**config.mk**
```make
export PLATFORM = sky130hd
export DESIGN_NAME = button_event_arbiter
export DESIGN_NICKNAME = d
export VERILOG_FILES = /design/src/rtl/button_event_arbiter.sv
export SDC_FILE = /design/constraint.sdc
export NUM_CORES = 1
export LEC_CHECK = 0
export ABC_AREA = 1
export CORE_ASPECT_RATIO = 0.9
export CORE_UTILIZATION = 40
export CTS_BUF_LIST = sky130_fd_sc_hd__clkbuf_8
export CTS_CLUSTER_SIZE = 14
export DETAILED_ROUTE_END_ITERATION = 8
export DONT_BUFFER_PORTS = 1
export PLACE_DENSITY = 0.54
export SYNTH_ARGS = -nofsm -noshare
export SYNTH_HDL_FRONTEND = slang
export SYNTH_HIERARCHICAL = 1
export SYNTH_SLANG_ARGS = --single-unit
```
**constraint.sdc**
```tcl
create_clock -name clk -period 3.7 [get_ports clk]
set_input_delay 0.74 -clock clk [delete_from_list [all_inputs] [get_ports clk]]
set_output_delay 0.74 -clock clk [all_outputs]
set_load 0.05 [all_outputs]
```
**src/rtl/button_event_arbiter.sv**
```systemverilog
// Front-panel button arbiter: samples synchronized buttons on a slow tick, turns
// presses and long-presses into pending requests and drains them round-robin into an event FIFO.

module button_event_lane #(
  parameter int LONG_TICKS = 50
) (
  input  logic clk,
  input  logic rst,
  input  logic i_tick,
  input  logic i_sync,
  output logic o_press,
  output logic o_long
);
  localparam int HW = $clog2(LONG_TICKS + 1);

  logic          r_level;
  logic [HW-1:0] r_hold;

  // Long fires on the tick that moves the counter onto LONG_TICKS; saturation blocks repeats.
  assign o_press = i_tick & i_sync & ~r_level;
  assign o_long  = i_tick & i_sync & r_level & (r_hold == HW'(LONG_TICKS - 1));

  always_ff @(posedge clk or posedge rst) begin
    if (rst) begin
      r_level <= 1'b0;
      r_hold  <= '0;
    end else if (i_tick) begin
      r_level <= i_sync;
      if (!i_sync)
        r_hold <= '0;
      else if (r_level && (r_hold != HW'(LONG_TICKS)))
        r_hold <= r_hold + 1'b1;
    end
  end
endmodule

module button_event_arbiter #(
  parameter int N_BTN      = 5,
  parameter int TICK_DIV   = 1000000,
  parameter int LONG_TICKS = 50,
  parameter int FIFO_DEPTH = 4
) (
  input  logic                     clk,
  input  logic                     rst,
  input  logic [N_BTN-1:0]         btn,
  output logic                     evt_valid,
  input  logic                     evt_ready,
  output logic [$clog2(N_BTN)-1:0] evt_btn,
  output logic                     evt_long,
  output logic                     ovf,
  input  logic                     ovf_clr,
  output logic                     tick
);
  localparam int BW = $clog2(N_BTN);
  localparam int AW = $clog2(FIFO_DEPTH);
  localparam int TW = (TICK_DIV > 1) ? $clog2(TICK_DIV) : 1;

  typedef struct packed {
    logic [BW-1:0] btn;
    logic          lng;
  } evt_t;

  logic [N_BTN-1:0] r_sync1, r_sync2;
  logic [TW-1:0]    r_tcnt;
  logic             w_tick;
  logic [N_BTN-1:0] w_set_s, w_set_l, w_clr_s, w_clr_l, w_req;
  logic [N_BTN-1:0] r_pend_s, r_pend_l;
  logic [BW-1:0]    r_rr, w_gnt_idx, w_cand, w_rr_nxt;
  logic             w_gnt_vld, w_kind_l, w_push, w_pop, w_full, w_drop;
  int               w_idx;
  evt_t             r_mem [FIFO_DEPTH];
  evt_t             w_push_evt;
  logic [AW-1:0]    r_wp, r_rp;
  logic [AW:0]      r_cnt;
  logic             r_ovf;

  always_ff @(posedge clk or posedge rst) begin
    if (rst) begin
      r_sync1 <= '0;
      r_sync2 <= '0;
      r_tcnt  <= '0;
    end else begin
      r_sync1 <= btn;
      r_sync2 <= r_sync1;
      r_tcnt  <= w_tick ? '0 : r_tcnt + 1'b1;
    end
  end

  assign w_tick = (r_tcnt == TW'(TICK_DIV - 1));
  assign tick   = w_tick;

  for (genvar g = 0; g < N_BTN; g++) begin : g_lane
    button_event_lane #(.LONG_TICKS(LONG_TICKS)) u_lane (
      .clk     (clk),
      .rst     (rst),
      .i_tick  (w_tick),
      .i_sync  (r_sync2[g]),
      .o_press (w_set_s[g]),
      .o_long  (w_set_l[g])
    );
  end

  assign w_req  = r_pend_s | r_pend_l;
  assign w_full = (r_cnt == (AW+1)'(FIFO_DEPTH));
  assign w_pop  = evt_valid & evt_ready;

  // Scan from rr_ptr upward with wrap; first requester wins.
  always_comb begin
    w_gnt_vld = 1'b0;
    w_gnt_idx = '0;
    w_idx     = 0;
    w_cand    = '0;
    for (int k = 0; k < N_BTN; k++) begin
      w_idx = int'(r_rr) + k;
      if (w_idx >= N_BTN) w_idx = w_idx - N_BTN;
      w_cand = BW'(w_idx);
      if (!w_gnt_vld && w_req[w_cand]) begin
        w_gnt_vld = 1'b1;
        w_gnt_idx = w_cand;
      end
    end
  end

  assign w_kind_l   = r_pend_l[w_gnt_idx];
  assign w_push     = w_gnt_vld & ~w_full;
  assign w_push_evt = '{btn: w_gnt_idx, lng: w_kind_l};
  assign w_rr_nxt   = (w_gnt_idx == BW'(N_BTN - 1)) ? '0 : w_gnt_idx + 1'b1;

  always_comb begin
    w_clr_s = '0;
    w_clr_l = '0;
    if (w_push) begin
      if (w_kind_l) w_clr_l[w_gnt_idx] = 1'b1;
      else          w_clr_s[w_gnt_idx] = 1'b1;
    end
  end

  // A new event landing on a still-pending bit that is not being drained is lost.
  assign w_drop = |((w_set_s & r_pend_s & ~w_clr_s) | (w_set_l & r_pend_l & ~w_clr_l));

  always_ff @(posedge clk or posedge rst) begin
    if (rst) begin
      r_pend_s <= '0;
      r_pend_l <= '0;
      r_rr     <= '0;
      r_ovf    <= 1'b0;
    end else begin
      r_pend_s <= (r_pend_s & ~w_clr_s) | w_set_s;
      r_pend_l <= (r_pend_l & ~w_clr_l) | w_set_l;
      if (w_push) r_rr <= w_rr_nxt;
      if (w_drop)       r_ovf <= 1'b1;
      else if (ovf_clr) r_ovf <= 1'b0;
    end
  end

  always_ff @(posedge clk or posedge rst) begin
    if (rst) begin
      for (int i = 0; i < FIFO_DEPTH; i++) r_mem[i] <= '0;
      r_wp  <= '0;
      r_rp  <= '0;
      r_cnt <= '0;
    end else begin
      if (w_push) begin
        r_mem[r_wp] <= w_push_evt;
        r_wp        <= r_wp + 1'b1;
      end
      if (w_pop) r_rp <= r_rp + 1'b1;
      case ({w_push, w_pop})
        2'b10:   r_cnt <= r_cnt + 1'b1;
        2'b01:   r_cnt <= r_cnt - 1'b1;
        default: r_cnt <= r_cnt;
      endcase
    end
  end

  assign evt_valid = (r_cnt != '0);
  assign evt_btn   = r_mem[r_rp].btn;
  assign evt_long  = r_mem[r_rp].lng;
  assign ovf       = r_ovf;
endmodule

```
Word level (Yosys, flattened, before mapping)
Index checks and enable logic that the tools add are counted.

operators by class
  $add $sub $neg = 20
  bitwise operators = 42
  magnitude comparators = 15
  reductions and logical operators = 24
  muxes and demuxes = 54
  equality and inequality tests = 20

operators with widths
  kind                     count
  $mux W6                  10
  $mux W3                  11
  $add A6 B1 Y6 const B    5
  $and A5 B5 Y5            6
  $eq A6 B6 Y1 const B     5
  $ne A6 B6 Y1 const B     5
  $lt A3 B4 Y1 const B     6
  $and A1 B1 Y1            22
  $add A20 B1 Y20 const B  1
  $eq A20 B20 Y1 const B   1
  $mux W20                 1
  $mux W5                  4
  $or A5 B5 Y5             4
  $bmux W1 S3              6
  $bwmux W16               1
  $ge A4 B3 Y1 const B     4
  $sub A3 B3 Y3 const B    5
  $mux W1                  14
  $mux W4                  3
  $logic_and A1 B1 Y1      11
  $ne A2 B1 Y1 const B     5
  $not A5 Y5               2
  $reduce_and A2 Y1        5
  $ge A3 B3 Y1 const B     3
  21 further kinds         35

storage, ports and cells
  output and inout bits = 7
  word-level logic and storage cells = 203
  bits in registers = 102
  input port bits = 9

Logic depth before layout (Yosys ltp)
  word-level depth = 28
  gate-level depth with buffers = 27
  gate-level depth less buffers = 26

Hierarchy
The synthesis kept the hierarchy.

modules (own cells, without submodules)
  module                area each (µm²)  instances  sequential area each (µm²)  cells each
  button_event_arbiter  4286.6           1          1676.6                      537
  button_event_lane     454.2            5          175.2                       67

Worst setup path after synthesis
No wires, ideal clock.

  kind = register to register
  start point = register r_tcnt[0]
  end point = register r_tcnt[19]
  path slack = -0.198 ns
  arrival = 3.770 ns
  library setup time = 0.129 ns
  path buffers = 0
  cell stages (with the launch flop) = 11
  clock period less this slack = 3.898 ns
  required time = 3.571 ns
  cells stage by stage = dfrtp_1 -> ha_1 -> nand3_1 -> nor2_1 -> nand2_1 -> nor2_1 -> inv_1 -> nor2_1 -> clkinv_1 -> nand2_1 -> a31oi_1

on the way
  cells in the longest elaborated chain, start to end = 2
  elaborated cells between the ends (all ways) = 3
  those cells by class = add/sub (1); eq/ne (1); mux (1)

ends and longest elaborated chain
  element                 RTL line  source
  start, declared         64        logic [TW-1:0] r_tcnt;
  start signal, assigned  85        r_tcnt <= w_tick ? '0 : r_tcnt + 1'b1;
  $eq A20 B20 Y1          89        assign w_tick = (r_tcnt == TW'(TICK_DIV - 1));
  net tick                52        output logic tick
  $mux W20                85

The timed path passes the listed nets, and every way through them passes these cells.
A chain may end at the register's enable or synchronous reset.

Worst setup path in the final report
  start point = register r_rr[0]
  end point = register r_cnt[2]

on the way
  cells in the longest elaborated chain, start to end = 20
  elaborated cells between the ends (all ways) = 47
  those cells by class = add/sub (9); order compare (5); eq/ne (2); mux (21); bitwise (1); reduce/logical (9)

ends and longest elaborated chain
  element                                                 RTL line  source
  start, declared                                         68        logic [BW-1:0] r_rr, w_gnt_idx, w_cand, w_rr_nxt;
  start signal, assigned                                  150       if (w_push) r_rr <= w_rr_nxt;
  branches (longest 16 deep; another with $add A3 B1 Y4)  n/a
  $mux W1 *                                               117       if (!w_gnt_vld && w_req[w_cand]) begin
  $and A1 B1 Y1 *                                         125       assign w_push = w_gnt_vld & ~w_full;
  $eq A2 B1 Y1 or $eq A2 B2 Y1 (tied branches)            168       case ({w_push, w_pop})
  $pmux W3 S2 or $reduce_bool A2 Y1 (tied branches)       n/a
  end signal, assigned                                    169       2'b10: r_cnt <= r_cnt + 1'b1;
  end signal, assigned                                    170       2'b01: r_cnt <= r_cnt - 1'b1;
  end signal, assigned                                    171       default: r_cnt <= r_cnt;
  end, declared                                           74        logic [AW:0] r_cnt;

Every way passes the cells marked *. The select of a mux whose other input is x is not followed.

==> impl_metrics.json <==
{
  "grt_pass1_vias": 5038,
  "cp_num_buf_inv": 4,
  "cp_max_fo": 8,
  "fmax_mhz": 290.0,
  "clkTransAtPathRegs_ns": 0.10,
  "ant_nets": 0,
  "drtIter0Drc": 419,
  "syn_inst": 872,
  "grt_max_degree": 39,
  "clk_path_buf_depth": 2,
  "netlist_area_um2": 6558,
  "antenna_found_initial": 0,
  "syn_to_final_growth_pct": 9.311,
  "cp_slowest_cell": "dfrtp_1",
  "cts_tree": "done",
  "synth_warnings": 6,
  "nets": 939,
  "grt_pass1_wl_mm": 24.83,
  "finalMaxSlewViolations": 0,
  "cellLeakagePower_uw": 0.003723,
  "gp_congestion": 0.8845,
  "root_buffer": "clkbuf_8",
  "r2r_start": "r_rr[0]",
  "row_count": 44,
  "critPathArrivalTime_ns": 3.71,
  "core_area_um2": 16080,
  "nFillCells": 1681,
  "setup_slack_ns": 0.2514,
  "dpl.hpwl_mm": 10.85,
  "hold_viol": 0,
  "dr.pass1.iters": 5,
  "cts_hold_buf": 0,
  "post_drt_wl_per_cell_um": 13.01,
  "fin_skew_ns": 0.01150,
  "io_pins": 16,
  "slew_headroom": 0.6090,
  "outcome": "finished clean",
  "finalCritPeriodShare": 0.9320,
  "cp-startpoint": "r_rr[0]",
  "power.density_nw_per_um2": 322.6,
  "hold_class": "input pin to async pin",
  "viasPerCell": 4.873,
  "finalWirelength_mm": 14.43,
  "crit_chain": "inv_1 > buf_4 > ha_1 > ha_1 > inv_1 > o21ai_0 > nand2_1 > nand3_1 > nand2_2 > nand3_2 > nor2_4 > nand4_1 > nand2_4 > ha_1 > inv_1 > fa_1 > a21oi_1 > o21ai_0 > xor2_1",
  "drive_gt1_frac": 0.1375,
  "clk_latency_ns": 0.39,
  "critical-path-top-delay-family": "adder cells",
  "required_ns": 3.97,
  "h-tree-depth": 3,
  "startpoint_type": "flop",
  "stdcell_count": 1109,
  "dpl.cell_count": 1089,
  "dieArea_um2": 16910,
  "yosys_register_bits": 102,
  "end_kind": "flop",
  "clock_sinks": 102,
  "rsz0062_at_grt": "true",
  "setup_viol": 0,
  "syn-num-nets": 914,
  "holdWs_ns": 0.1416,
  "grt_overflow": 0,
  "worstSetupPathType": "flop to flop",
  "tightest_slew_ns": 0.5849,
  "num_antenna_cells": 0,
  "fin_crit_ns": 3.449,
  "drc": 0,
  "vias": 5404,
  "grt_use_total": 0.1883,
  "die_x_um": 137.0,
  "ir_drop_uv": 313.5,
  "pre_cts_ws_ns": 0.1251,
  "cap_violations": 0,
  "cts_made_buffers": 9,
  "synth_area_per_cell_um2": 7.520,
  "slowest_delay_ns": 0.39,
  "total_power_uw": 2312,
  "dieHeight_um": 123.5,
  "io_buffers": 0,
  "start_util": 0.4079,
  "ys_seq_area_frac": 0.3892,
  "final_util": 0.4459,
  "ys_types": 46
}
-- path summary, 6_finish.rpt --
kind	to	cells past startpoint	slack (ns)
worst max-delay path	r_cnt[2]	19	0.25
worst min-delay path	r_sync2[3]	1	0.14
worst max register to register	r_cnt[2]	19	0.25
worst min register to register	r_sync2[3]	0	0.36
max in group asynchronous	r_rr[1]	2	2.77
min in group clk	r_sync2[3]	0	0.36
-- per-stage QoR --
step | TNS (ns) | cell area [um^2]
floorplan | 0 | 6560
global placement | 0 | 6900
detailed placement | 0 | 6900
CTS | 0 | 7104
global route | -0.001709 | 7168
finish | 0 | 7168
-- cells by family after synthesis --
kind of cell / after synthesis / synth area share
DFF: 102 / 0.3892
muxes: 4 / 0.006868
and+or+nand+nor: 520 / 0.3734
adders and majority gates: 33 / 0.06525
AOI/OAI and AO/OA: 88 / 0.07918
xor gates and xnor gates: 12 / 0.01603
buffers and inverters: 113 / 0.07002
-- sequential cells by signal, summed over array words and instances, names as in the netlist --
register               count
r_sync1                    5
r_rp                       2
r_tcnt                    20
r_wp                       2
g_lane.u_lane/r_hold      30
r_sync2                    5
g_lane.u_lane/r_level      5
ovf                        1
r_mem                     16
r_pend_l                   5
r_cnt                      3
r_rr                       3
r_pend_s                   5
-- area by class of cell --
type | count | area, um^2 | share of cell area
inverters | 107 | 405.4 | 0.05655
well taps | 207 | 259.0 | 0.03613
clock inverters | 7 | 80.08 | 0.01117
repair buffers | 20 | 166.4 | 0.02322
clock buffers | 9 | 123.9 | 0.01728
flip-flops and latches | 102 | 2554 | 0.3563
multi-input cells | 657 | 3580 | 0.4994
-- cell usage after synthesis (all sizes together) --
library cell,number,share of area
a21oi,16,0.013
o21a,2,0.0023
buf,5,0.0080
nand2,292,0.19
xnor2,3,0.0040
inv,104,0.060
dfrtp,102,0.39
nor2,92,0.057
nor4,1,0.00095
a211oi,1,0.0011
o21ai,44,0.036
nand4,22,0.024
xor2,9,0.012
a21o,8,0.0093
nand3b,2,0.0023
clkbuf,1,0.00057
nor3,15,0.012
o21bai,6,0.0069
o22ai,5,0.0048
fa,2,0.0061
clkinv,3,0.0019
nand3,94,0.085
or2,2,0.0019
a31oi,4,0.0038
mux2,4,0.0069
o211ai,2,0.0023
ha,31,0.059
-- report_power, final --
group | switching (uW) | internal, uW | leakage (uW) | total, uW
registers | 39.9 | 1150 | 0.00138 | 1190
clock network | 426 | 323 | 0.000102 | 748
logic | 265 | 110 | 0.00225 | 375
total | 731 | 1580 | 0.00372 | 2310
-- routing by layer --
metal / up-vias / part of all wire / GRT usage
met2: 59 / 0.44 / 0.2904
met4: 0 / 0.012 / 0.04464
met1: 2473 / 0.52 / 0.2689
li1: 2862 / - / -
met5: - / 0 / 0
met3: 10 / 0.026 / 0.03936
-- what timing repair did --
action	CTS	global route
buffers inserted	0	4
setup endpoints to repair	0	6
gates resized for setup	0	12
-- cell usage in the layout (no fill, tap or decap), types with 3 or more instances in the layout --
master    instances
a21oi_1          15
nand3_2          15
nand3_1          78
nor3_1           14
nand2_1         251
dfrtp_1         101
nand2_4          11
nand2_2          30
xnor2_1           3
nor2_2            3
mux2_2            4
clkbuf_8          9
o21ai_1           5
o22ai_1           5
buf_4            18
nor2_1           86
ha_1             31
o21ai_0          36
nand4_1          20
a21o_1            7
xor2_1            9
a31oi_1           4
inv_2             8
o21bai_1          6
inv_1            95
Power figures use the tool's default switching activity.
